[src/rtl/io_bus_ctrl.sv]
// Memory-mapped I/O block behind the cpu bus (mem_a[17:16]==2'b11).
// It buffers UART TX bytes, pops UART RX bytes, serves a coherent cycle counter and runs the stop handshake.
module io_bus_ctrl #(
  parameter int TX_DEPTH = 8
) (
  input  logic        clk_in,
  input  logic        rst_in,
  input  logic        rdy_in,
  input  logic [31:0] mem_a,
  input  logic [7:0]  mem_dout,
  input  logic        mem_wr,
  output logic [7:0]  io_din,
  output logic        io_sel_q,
  output logic        io_buffer_full,
  output logic [7:0]  tx_data,
  output logic        tx_valid,
  input  logic        tx_ready,
  input  logic [7:0]  rx_data,
  input  logic        rx_valid,
  output logic        rx_pop,
  output logic        overflow,
  output logic        program_done
);
  localparam int AW = $clog2(TX_DEPTH);
  localparam int CW = AW + 1;

  typedef enum logic [1:0] {RUN, STOPPING, HALTED} state_e;

  state_e        state_q, state_d;
  logic [AW-1:0] wr_ptr_q, wr_ptr_d, rd_ptr_q, rd_ptr_d;
  logic [CW-1:0] count_q, count_d;
  logic [31:0]   cyc_q, snap_q, snap_d;
  logic [7:0]    io_din_q, io_din_d;
  logic          io_sel_d, overflow_q, overflow_d, pend_q, pend_d;
  logic [7:0]    fifo_mem [TX_DEPTH];

  logic       io_hit, io, io_rd, full, pop, push, drop;
  logic       wr_byte, wr_stop;
  logic [2:0] off;
  logic [7:0] push_byte;
  logic       unused_addr_bits;

  assign unused_addr_bits = ^{mem_a[31:18], mem_a[15:3]};

  assign io_hit  = (mem_a[17:16] == 2'b11);
  assign io      = rdy_in & io_hit;
  assign io_rd   = io & ~mem_wr;
  assign off     = mem_a[2:0];
  assign full    = (count_q == CW'(TX_DEPTH));
  assign wr_byte = io & mem_wr & (off == 3'd0) & (mem_dout != 8'h00) & (state_q == RUN);
  assign wr_stop = io & mem_wr & (off == 3'd4) & (state_q == RUN);

  assign tx_valid       = (count_q != '0);
  assign tx_data        = tx_valid ? fifo_mem[rd_ptr_q] : 8'h00;
  assign pop            = tx_valid & tx_ready;
  assign io_buffer_full = full;
  assign rx_pop         = io_rd & (off == 3'd0) & rx_valid;
  assign io_din         = io_din_q;
  assign overflow       = overflow_q;
  assign program_done   = (state_q == HALTED);

  // A deferred stop marker only ever exists in STOPPING, where cpu writes are blocked, so it never collides with one.
  always_comb begin
    push      = 1'b0;
    drop      = 1'b0;
    push_byte = wr_byte ? mem_dout : 8'h00;
    pend_d    = pend_q;
    if (wr_byte || wr_stop) begin
      if (!full || pop) push = 1'b1;
      else              drop = 1'b1;
      if (wr_stop && full && !pop) pend_d = 1'b1;
    end else if (pend_q && !full) begin
      push   = 1'b1;
      pend_d = 1'b0;
    end
    overflow_d = overflow_q | drop;
    wr_ptr_d   = wr_ptr_q + AW'(push);
    rd_ptr_d   = rd_ptr_q + AW'(pop);
    count_d    = count_q + CW'(push) - CW'(pop);
  end

  // Offsets 5..7 come from the snapshot taken at offset 4, so a byte-serial word read never tears across a carry.
  always_comb begin
    io_din_d = io_din_q;
    snap_d   = snap_q;
    io_sel_d = rdy_in ? io_hit : io_sel_q;
    if (io_rd) begin
      unique case (off)
        3'd0:    io_din_d = rx_valid ? rx_data : 8'h00;
        3'd4: begin
          io_din_d = cyc_q[7:0];
          snap_d   = cyc_q;
        end
        3'd5:    io_din_d = snap_q[15:8];
        3'd6:    io_din_d = snap_q[23:16];
        3'd7:    io_din_d = snap_q[31:24];
        default: io_din_d = 8'h00;
      endcase
    end
  end

  // The marker is the last byte in the FIFO, so an empty FIFO with nothing pending means it has gone out.
  always_comb begin
    state_d = state_q;
    unique case (state_q)
      RUN:      if (wr_stop) state_d = STOPPING;
      STOPPING: if (!pend_q && count_d == '0) state_d = HALTED;
      HALTED:   state_d = HALTED;
      default:  state_d = RUN;
    endcase
  end

  always_ff @(posedge clk_in or negedge rst_in) begin
    if (!rst_in) begin
      state_q    <= RUN;
      wr_ptr_q   <= '0;
      rd_ptr_q   <= '0;
      count_q    <= '0;
      cyc_q      <= '0;
      snap_q     <= '0;
      io_din_q   <= 8'h00;
      io_sel_q   <= 1'b0;
      overflow_q <= 1'b0;
      pend_q     <= 1'b0;
    end else begin
      state_q    <= state_d;
      wr_ptr_q   <= wr_ptr_d;
      rd_ptr_q   <= rd_ptr_d;
      count_q    <= count_d;
      cyc_q      <= cyc_q + 32'd1;
      snap_q     <= snap_d;
      io_din_q   <= io_din_d;
      io_sel_q   <= io_sel_d;
      overflow_q <= overflow_d;
      pend_q     <= pend_d;
    end
  end

  always_ff @(posedge clk_in) begin
    if (push) fifo_mem[wr_ptr_q] <= push_byte;
  end
endmodule

[config.mk]
export PLATFORM = sky130hd
export DESIGN_NAME = io_bus_ctrl
export DESIGN_NICKNAME = d
export VERILOG_FILES = /design/src/rtl/io_bus_ctrl.sv
export SDC_FILE = /design/constraint.sdc
export NUM_CORES = 1
export LEC_CHECK = 0
export CORE_MARGIN = 2
export CORE_UTILIZATION = 50
export CTS_CLUSTER_DIAMETER = 50
export DETAILED_ROUTE_END_ITERATION = 7
export PLACE_DENSITY = 0.82
export SLEW_MARGIN = 25
export SYNTH_ARGS = -nofsm -noshare
export SYNTH_HDL_FRONTEND = slang
export SYNTH_SLANG_ARGS = --single-unit
export TNS_END_PERCENT = 20
[constraint.sdc]
create_clock -name clk_in -period 3.5 [get_ports clk_in]
set_clock_uncertainty 0.15 [all_clocks]
set_input_delay 0.525 -clock clk_in [delete_from_list [all_inputs] [get_ports clk_in]]
set_output_delay 0.525 -clock clk_in [all_outputs]
set_load 0.01 [all_outputs]
==> results.toml <==
[status]
status = "finished, final reports clean"

[timing]
slew_violations = 0
fin_tns_setup_ns = 0
worstMarginPinSlew_ns = 0.787
whs_ns = 0.00301
fmax_ghz = 0.288
hold_viol = 0
setup_viol = 0
slew_headroom = 0.475
fin_crit_sh = 0.991
fin_crit_ns = 3.47

[detailed_routing]
wl_um = 13900
dr.first_iter.drc_count = 343
drc = 0
wire_per_inst_um = 19.6
ant_nets = 0
dr.pass1.iters = 4
routed_via_density = 5.68
num_vias = 4037

[die]
coreArea_um2 = 12600
die_w_um = 117
rows = 41
die_h_um = 117
start_util = 0.510
die-area_um2 = 13700
ioPinCount = 76

[pwr]
cellLeakagePower_uw = 0.00331
ir_drop_mv = 0.299
pwr_density_cell_nw_per_um2 = 630

[setup_path]
worstPathMaxFanout = 2
worstSetupPathType = "in2reg"
cp_data_required_time_ns = 3.62
path_cells = "dlygate4sd2_1 > or4_4 > nor3_4 > o41a_1 > mux2_4 > ha_4 > inv_2 > fa_1 > or3b_4 > or2_4 > o311ai_4 > nand3_1"
cp-start-kind = "primary input"
cp-end-kind = "register"
arrival_ns = 3.59
crit_buf_inv = 2
cp_slowest_stage_delay_ns = 0.48
crit_path_top_delay_cell = "fa_1"
path_delay_family = "simple AND/OR/NAND/NOR gates"

[clock_tree]
cts_buffer_depth = 2
root_buffer = "clkbuf_16"
clock_latency_ns = 0.42
clkTransAtPathRegs_ns = 0.06
cts-hold-fix-buffers = 0
numClockSinks = 143
cts_buffers = 17
htree_levels = 4
cts_tree = "done"

[placed_design]
place_hpwl_um = 9360
finalWeightedCongestion = 0.850
dpl_cell_area_um2 = 7280
io_buffer_count = 48

[synthesis]
syn-cell-area_um2 = 6410
synthArstFlopShare = 0.552
ys_warn_count = 0
synth_edf_count = 64
ys.flop_type = "dfrtp_1"
synthCells = 436
synth.avg_cell_area_um2 = 14.7
synth_seq_area_share = 0.608
synth_nets = 505
yosys_register_bits = 143
yosysUniqueCellTypes = 44

[hold_path]
hp-class = "in2async"

[global_routing]
antenna_found_initial = 0
grt_first_pass_wirelength_um = 21800
grt-ovfl-total = 0
grt_use_total = 0.217
grt_max_degree = 80
grt_pass1_vias = 4202

[finish]
diodes = 0
final_nets = 595
regArea_um2 = 3900
post-route-util = 0.632
final_area_um2 = 7950
fillCellCount = 884
syn_to_final_growth_pct = 24.0
multi_input_area_um2 = 2450
layout-drive-gt1-share = 0.262

[flow_run]
cap_violations = 0
==> synthesized netlist by cell type, types with 2 or more instances <==
| library cell | instances | area share |
|---|---|---|
| mux2_4 | 18 | 0.042 |
| nor3b_1 | 2 | 0.0023 |
| nand4_1 | 13 | 0.013 |
| o21ai_0 | 13 | 0.010 |
| clkbuf_1 | 6 | 0.0035 |
| nor4b_1 | 4 | 0.0055 |
| nor3_1 | 6 | 0.0047 |
| nor2_1 | 16 | 0.0094 |
| and3_1 | 6 | 0.0059 |
| buf_6 | 3 | 0.0053 |
| nor4_1 | 6 | 0.0059 |
| buf_2 | 6 | 0.0047 |
| mux2_2 | 6 | 0.011 |
| a21oi_1 | 3 | 0.0023 |
| nor2b_1 | 4 | 0.0039 |
| mux4_2 | 24 | 0.084 |
| nand3_1 | 20 | 0.016 |
| nand2_1 | 24 | 0.014 |
| nand2b_1 | 3 | 0.0029 |
| xnor2_1 | 27 | 0.037 |
| inv_1 | 15 | 0.0088 |
| o311ai_0 | 2 | 0.0027 |
| dfrtp_1 | 79 | 0.31 |
| a22oi_1 | 8 | 0.0094 |
| ha_1 | 14 | 0.027 |
| edfxtp_1 | 64 | 0.30 |
| or3b_2 | 2 | 0.0027 |
| or4_1 | 2 | 0.0023 |
| xor2_1 | 6 | 0.0082 |
| mux2i_1 | 10 | 0.016 |
| and2_1 | 10 | 0.0098 |
| a21o_1 | 2 | 0.0023 |
==> timing repair <==
item                       CTS  global route
cloned                       0             0
setup endpoints to repair    2             2
resized for setup           16            18
setup buffers                2             6
pin swaps                    9            10
==> metal layers <==
metal	routed length (um)	track usage	up-vias
li1	-	-	1810
met1	5710	0.265	2090
met2	7360	0.379	110
met3	555	0.0499	27
met4	300	0.0784	0
met5	0	0	-
==> state kept, by name, summed over array words and instances, names as in the netlist, 2 cells and up <==
name / count
fifo_mem: 64
cyc_q: 32
snap_q: 24
io_din: 8
count_q: 4
rd_ptr_q: 3
wr_ptr_q: 3
state_q: 2
==> through the flow <==
| step | std cells | setup slack, ns | total power (uW) |
|---|---|---|---|
| floorplan | 436 | 0.00357 | 2680 |
| global placement | 671 | -0.576 | 3120 |
| detailed placement | 671 | -0.601 | 3200 |
| CTS | 705 | 0.000941 | 4960 |
| global route | 711 | -0.0104 | 5230 |
| finish | 711 | 0.0305 | 5010 |
==> power by group <==
group / internal [uW] / switching (uW)
combinational: 701 / 638
sequential: 1820 / 126
clock: 1050 / 681
total: 3570 / 1450
==> layout make-up <==
type	instances	share of cell area
flip-flops and latches	143	0.490
multi-input cells	261	0.308
repair buffers	88	0.0959
clock buffers	18	0.0540
well taps	172	0.0271
clock inverters	14	0.0178
inverters	15	0.00708
==> cells in the final DEF, fill, tap and decap left out, types with 16 or more instances in the layout <==
cell type,instances
nand2_1,23
mux4_2,24
clkdlybuf4s50_1,36
edfxtp_1,64
buf_4,39
mux2_4,19
xnor2_1,27
dfrtp_1,79
nand3_1,19
clkbuf_16,17
nor2_1,16
==> kinds of logic (layout without fill, tap and decap cells) <==
logic type	Yosys count	after routing	synth area share
and+or+nand+nor	125	125	0.110
muxes	58	58	0.153
xor gates and xnor gates	33	33	0.0451
adders and majority gates	15	15	0.0305
buffers and inverters	32	135	0.0240
AOI/OAI and AO/OA	30	30	0.0301
DFF	143	143	0.608
==> final timing paths <==
path,cells after the start,start,slack [ns],to
max in group asynchronous,1,rst_in,2.70,snap_q[16]
worst max-delay path,12,mem_dout[3],0.03,state_q[0]
min in group clk_in,1,overflow,0.32,overflow
worst min-delay path,1,rst_in,0.003,count_q[0]
worst max register to register,13,count_q[2],0.06,state_q[0]
worst min register to register,1,overflow,0.32,overflow
No activity file was read; power rests on OpenSTA's default activity.
